### src/rtl/run_controller.sv
// run_controller
//
// Sequences one run of a small cluster of processor cores:
//   IDLE  -> waits for start; latches mode/target/timeout and clears the
//            per-run counters.
//   RESET -> holds every core in reset for RST_CYCLES cycles.
//   RUN   -> enables the cores and counts cycles and retired instructions
//            until an end condition fires.
//   DONE  -> one-cycle completion pulse, then back to IDLE.
//
// Handshake: start is a level request that is only looked at in IDLE; one
// cycle with start=1 in IDLE is accepted, start in any other state is
// dropped. done is a one-cycle pulse with status/cycles/retired valid in
// that cycle; those values then hold until the next accepted start.
//
// Ports
//   clk, reset            clock, asynchronous active-high reset
//   start                 run request (IDLE only)
//   mode[1:0]             0 fixed cycles, 1 retired count, 2/3 until halt
//   target[CNT_W-1:0]     cycle or instruction target
//   timeout[CNT_W-1:0]    RUN cycle limit, 0 disables it
//   retire[N_CORES-1:0]   per-core instruction-retired strobe
//   halt[N_CORES-1:0]     per-core halt indication
//   abort                 synchronous run abort (RESET and RUN only)
//   core_reset_n          active-low reset to each core
//   core_en               core clock enable, high only in RUN
//   busy                  high in RESET, RUN and DONE
//   done                  completion pulse
//   status[1:0]           end cause: 00 target, 01 halt, 10 timeout, 11 abort
//   cycles, retired       RUN cycles / retired instructions of the run
//   dbg_state[1:0]        current FSM state (0 IDLE, 1 RESET, 2 RUN, 3 DONE)

module run_controller #(
    parameter int CNT_W      = 32,
    parameter int N_CORES    = 1,
    parameter int RST_CYCLES = 2
) (
    input  logic               clk,
    input  logic               reset,
    input  logic               start,
    input  logic [1:0]         mode,
    input  logic [CNT_W-1:0]   target,
    input  logic [CNT_W-1:0]   timeout,
    input  logic [N_CORES-1:0] retire,
    input  logic [N_CORES-1:0] halt,
    input  logic               abort,
    output logic [N_CORES-1:0] core_reset_n,
    output logic               core_en,
    output logic               busy,
    output logic               done,
    output logic [1:0]         status,
    output logic [CNT_W-1:0]   cycles,
    output logic [CNT_W-1:0]   retired,
    output logic [1:0]         dbg_state
);

    localparam logic [1:0] S_IDLE  = 2'd0;
    localparam logic [1:0] S_RESET = 2'd1;
    localparam logic [1:0] S_RUN   = 2'd2;
    localparam logic [1:0] S_DONE  = 2'd3;

    localparam logic [1:0] ST_TARGET  = 2'b00;
    localparam logic [1:0] ST_HALT    = 2'b01;
    localparam logic [1:0] ST_TIMEOUT = 2'b10;
    localparam logic [1:0] ST_ABORT   = 2'b11;

    localparam int             RCW      = (RST_CYCLES > 1) ? $clog2(RST_CYCLES) : 1;
    localparam logic [RCW-1:0] RST_LAST = RCW'(RST_CYCLES - 1);

    logic [1:0]         r_state;
    logic [1:0]         r_mode;
    logic [CNT_W-1:0]   r_target;
    logic [CNT_W-1:0]   r_timeout;
    logic [RCW-1:0]     r_rst_cnt;
    logic [CNT_W-1:0]   r_cycles;
    logic [CNT_W-1:0]   r_retired;
    logic [N_CORES-1:0] r_halt_sticky;
    logic [1:0]         r_status;
    // Set once the first run has left RESET; releases core reset in IDLE.
    logic               r_ran;

    logic [CNT_W:0]     w_pop;
    logic [CNT_W:0]     w_ret_sum;
    logic [CNT_W:0]     w_cyc_sum;
    logic [CNT_W-1:0]   w_retired_next;
    logic [CNT_W-1:0]   w_cycles_next;
    logic               w_halt_all;
    logic               w_target_hit;
    logic               w_timeout_hit;
    logic               w_end;
    logic [1:0]         w_end_status;

    // Popcount of retire, computed one bit wider than the counter so the
    // saturating add below can see the carry.
    always_comb begin
        w_pop = '0;
        for (int i = 0; i < N_CORES; i++) begin
            w_pop = w_pop + (CNT_W+1)'(retire[i]);
        end
    end

    assign w_ret_sum      = {1'b0, r_retired} + w_pop;
    assign w_retired_next = w_ret_sum[CNT_W] ? '1 : w_ret_sum[CNT_W-1:0];
    assign w_cyc_sum      = {1'b0, r_cycles} + (CNT_W+1)'(1);
    assign w_cycles_next  = w_cyc_sum[CNT_W] ? '1 : w_cyc_sum[CNT_W-1:0];

    // Halt includes this cycle's halt bits, not just the sticky history.
    assign w_halt_all    = &(r_halt_sticky | halt);
    assign w_timeout_hit = (r_timeout != '0) && (w_cycles_next == r_timeout);

    // Mode 3 is reserved and falls into the run-until-halt default.
    always_comb begin
        w_target_hit = 1'b0;
        case (r_mode)
            2'd0:    w_target_hit = (w_cycles_next == r_target);
            2'd1:    w_target_hit = (w_retired_next >= r_target);
            default: w_target_hit = 1'b0;
        endcase
    end

    // End-cause priority: abort > halt > target > timeout.
    always_comb begin
        w_end        = 1'b1;
        w_end_status = ST_TARGET;
        if (abort) begin
            w_end_status = ST_ABORT;
        end else if (w_halt_all) begin
            w_end_status = ST_HALT;
        end else if (w_target_hit) begin
            w_end_status = ST_TARGET;
        end else if (w_timeout_hit) begin
            w_end_status = ST_TIMEOUT;
        end else begin
            w_end = 1'b0;
        end
    end

    always_ff @(posedge clk or posedge reset) begin
        if (reset) begin
            r_state       <= S_IDLE;
            r_mode        <= '0;
            r_target      <= '0;
            r_timeout     <= '0;
            r_rst_cnt     <= '0;
            r_cycles      <= '0;
            r_retired     <= '0;
            r_halt_sticky <= '0;
            r_status      <= '0;
            r_ran         <= 1'b0;
        end else begin
            case (r_state)
                S_IDLE: begin
                    if (start) begin
                        r_state       <= S_RESET;
                        r_mode        <= mode;
                        r_target      <= target;
                        r_timeout     <= timeout;
                        r_rst_cnt     <= '0;
                        r_cycles      <= '0;
                        r_retired     <= '0;
                        r_halt_sticky <= '0;
                        r_status      <= ST_TARGET;
                    end
                end
                S_RESET: begin
                    if (abort) begin
                        r_state  <= S_DONE;
                        r_status <= ST_ABORT;
                        r_ran    <= 1'b1;
                    end else if (r_rst_cnt == RST_LAST) begin
                        r_ran <= 1'b1;
                        // A zero target in the counting modes is already met.
                        if (!r_mode[1] && (r_target == '0)) begin
                            r_state  <= S_DONE;
                            r_status <= ST_TARGET;
                        end else begin
                            r_state <= S_RUN;
                        end
                    end else begin
                        r_rst_cnt <= r_rst_cnt + RCW'(1);
                    end
                end
                S_RUN: begin
                    r_cycles      <= w_cycles_next;
                    r_retired     <= w_retired_next;
                    r_halt_sticky <= r_halt_sticky | halt;
                    if (w_end) begin
                        r_state  <= S_DONE;
                        r_status <= w_end_status;
                    end
                end
                default: begin
                    r_state <= S_IDLE;
                end
            endcase
        end
    end

    always_comb begin
        core_reset_n = '0;
        case (r_state)
            S_IDLE:  core_reset_n = r_ran ? '1 : '0;
            S_RESET: core_reset_n = '0;
            default: core_reset_n = '1;
        endcase
    end

    assign core_en   = (r_state == S_RUN);
    assign busy      = (r_state != S_IDLE);
    assign done      = (r_state == S_DONE);
    assign status    = r_status;
    assign cycles    = r_cycles;
    assign retired   = r_retired;
    assign dbg_state = r_state;

endmodule
### config.mk
export PLATFORM = sky130hd
export DESIGN_NAME = run_controller
export DESIGN_NICKNAME = d
export VERILOG_FILES = /design/src/rtl/run_controller.sv
export SDC_FILE = /design/constraint.sdc
export NUM_CORES = 1
export LEC_CHECK = 0
export BUFFER_PORTS_ARGS = -buffer_cell sky130_fd_sc_hd__buf_2
export CORE_MARGIN = 10
export CORE_UTILIZATION = 50
export CTS_BUF_LIST = sky130_fd_sc_hd__clkbuf_4 sky130_fd_sc_hd__clkbuf_8
export DETAILED_ROUTE_END_ITERATION = 10
export PLACE_DENSITY = 0.72
export SETUP_SLACK_MARGIN = 0.15
export SLEW_MARGIN = 20
export SYNTH_ARGS = -nofsm -noshare
export SYNTH_HDL_FRONTEND = slang
export SYNTH_SLANG_ARGS = --single-unit
### constraint.sdc
create_clock -name clk -period 13.65 [get_ports clk]
set_clock_uncertainty 0.05 [all_clocks]
set_input_delay 1.365 -clock clk [delete_from_list [all_inputs] [get_ports clk]]
set_output_delay 1.365 -clock clk [all_outputs]
set_load 0.03 [all_outputs]
==> results.yml <==
outcome:
  run_status: "complete, no violations"
grt:
  antenna_found_initial: 0
  grt_pass1_vias: 8729
  grt_overflow: 0
  grt_pass1_wl_um: 50700
  grt_max_degree: 70
  grt_usage_pct: 26.2
layout:
  fillCellCount: 1623
  layout_commonest_cell: "buf_2"
  area_growth_syn_to_layout_pct: 14.1
  nNetsFinal: 1260
  drive_above_1_share_pct: 23.5
  final_core_util_pct: 58.7
  final_cell_mix: "buf_2 (143), dfrtp_1 (137), nand2_1 (94)"
clock_network:
  holdBufCountCts: 0
  cts_buffer_depth: 2
  numCtsBuffers: 17
  cts_root_buf: "clkbuf_8"
  cts_resized: 0
  clk_pin_slew_worst_paths_ns: 0.08
  postCtsSetupBuffers: 0
  htree_num_levels: 4
  cts_tree: "yes"
  cts.sinks: 137
  worstSkewPairLatency_ns: 0.47
drt:
  vias_per_cell: 6.49
  drtIter0Drc: 1036
  dr.pass1.iters: 5
  drt-total-wl_um: 32300
  vias: 9031
  drc: 0
  wire_per_inst_um: 23.2
  antenna_left: 0
yosys:
  synth_seq_cells: 137
  synth-compound-area-share_pct: 18.1
  async_reset_ff_share_pct: 100
  synth_mux_area_share_pct: 8.83
  syn-cell-area_um2: 9360
  yosys_warnings: 0
  netlist_top_cells_area: "dfrtp_1 (37%), mux2_2 (7.9%), ha_1 (5.2%), o21ai_0 (4.1%), nand2_1 (3.8%)"
  synth_cell_types: 76
  netlist_instances: 1032
  avgSynthCellArea_um2: 9.07
  synth_xor_area_share_pct: 6.71
  synthAdderAreaFrac_pct: 5.21
  yosys.area_share.simple_pct: 19.8
  synth_top_cell_area_share_pct: 36.6
  synth_edf_count: 0
  seq_area_frac_synth_pct: 36.6
  ys.flop_type: "dfrtp_1"
  synth_nets: 1143
  yosysTopAreaCell: "dfrtp_1"
  synth_top_family_by_area: "simple AND/OR/NAND/NOR gates"
sta:
  finalHoldViolCount: 0
  rsz0062_at_grt: "no"
  tns_ns: 0
  setup_viol: 0
  max_freq_mhz: 159
  final_max_slew_viol_count: 0
  worst_pin_slew_ns: 1.11
  finalCriticalPeriod_ns: 6.29
  finalCritPeriodShare_pct: 46.1
  relSlewSlack_pct: 25.1
placement:
  gp_congestion: 0.990
  portBuffers: 143
  place_hpwl_um: 24500
power_and_ir_drop:
  p_per_area_nw_per_um2: 174
  vdd_drop_max_mv: 0.143
  finalPower_mw: 1.86
  leakagePower_nw: 4.96
worst_hold_path:
  min_from: "r_ran"
  hold_depth: 1
  min_to: "r_ran"
  hp-class: "reg2reg"
floorplan:
  die_height_um: 157
  die_x_um: 157
  io_pins: 144
  initial_core_util_pct: 51.4
  num_rows: 49
  core_area_um2: 18200
  die_area_um2: 24600
critical_path:
  worst_setup_path_end_kind: "flip-flop"
  cp_max_fo: 28
  reg2reg_to: "status[0]"
  worstPathRequired_ns: 13.94
  path_class: "in2reg"
  worst-r2r-setup-slack_ns: 7.94
  r2r_start: "retired[0]"
  startpoint_type: "input pin"
  arrival_ns: 6.57
  reg2reg_depth: 19
run:
  cap_violations: 0
-- worst max-delay path by stage --
stage	startpoint	end	cells after the start
floorplan	retire	dbg_state[0]	22
global placement	retire	dbg_state[1]	20
detailed placement	retire	status[0]	20
CTS	retire	status[0]	20
global route	retire	status[0]	20
finish	retire	status[0]	20
-- per-stage QoR --
step           hold slack (ns)  setup slack [ns]  area [um2]  std cells
2_1_floorplan            0.385              7.65        9360       1032
3_3_place_gp             0.400              7.17       10200       1359
3_5_place_dp             0.403              6.93       10200       1359
4_1_cts                  0.425              7.41       10700       1391
5_1_grt                  0.431              6.82       10700       1391
6_report                 0.428              7.36       10700       1392
-- sequential cells by signal, summed over array words and instances (netlist names), 2 cells and up --
register and cells:
cycles 32, retired 32, r_mode 2, status 2, dbg_state 2, r_timeout 32, r_target 32
-- worst max-delay path: stages --
cell,delay [ns]
buf_2,0.10
ha_1,0.20
ha_1,0.20
and3_1,0.21
and3_1,0.19
and2_1,0.26
nand3_1,0.19
or3_1,0.73
nand2_1,0.18
ha_1,0.36
a21o_1,0.18
a21o_1,0.16
a2111oi_0,0.38
o21bai_1,0.14
a221oi_1,0.26
o22ai_1,0.16
a211oi_1,0.35
nor3b_1,0.41
a31oi_2,0.19
mux2_1,0.37
-- synth_stat cells, types with 12 or more instances --
cell,n
dfrtp_1,137
nand2_1,95
o21ai_0,76
mux2_2,66
inv_1,56
nand3_1,51
nand4_1,43
nor2_1,43
a21oi_1,42
ha_1,39
xnor2_1,35
a22o_1,34
clkbuf_1,34
nor4_1,31
xor2_1,29
and3_1,16
nor3_1,14
buf_2,12
-- area by class of cell --
| class | instances | area [um2] | share of cell area, % |
|---|---|---|---|
| multi-input cells | 784 | 5530 | 51.7 |
| well taps | 229 | 287 | 2.68 |
| clock buffers | 21 | 277 | 2.59 |
| repair buffers | 153 | 791 | 7.40 |
| flip-flops and latches | 137 | 3430 | 32.1 |
| clock inverters | 11 | 160 | 1.50 |
| diodes | 1 | 2.50 | 0.0234 |
| inverters | 56 | 215 | 2.01 |
-- cells by family (layout without fill, tap and decap cells) --
group / Yosys count / in the layout
buffers and inverters: 111 / 241
XOR/XNOR: 67 / 67
AND/OR/NAND/NOR: 351 / 351
flip-flops: 137 / 137
other: 0 / 1
AO/OA/AOI/OAI: 253 / 253
adder cells (fa/ha/maj): 39 / 39
multiplexers: 74 / 74
-- power breakdown --
part | switching (mW) | total (mW) | internal, mW
sequential | 0.207 | 0.729 | 0.522
clock | 0.178 | 0.376 | 0.198
combinational | 0.432 | 0.756 | 0.324
total | 0.817 | 1.86 | 1.04
-- metal layers --
| metal | vias up | wire length [um] | track usage (%) |
|---|---|---|---|
| met5 | - | 0 | 0 |
| met4 | 0 | 571 | 6.70 |
| met3 | 46 | 3310 | 6.47 |
| met2 | 516 | 14400 | 39.6 |
| met1 | 4394 | 14000 | 36.7 |
| li1 | 4075 | - | - |
Power figures use the tool's default switching activity.
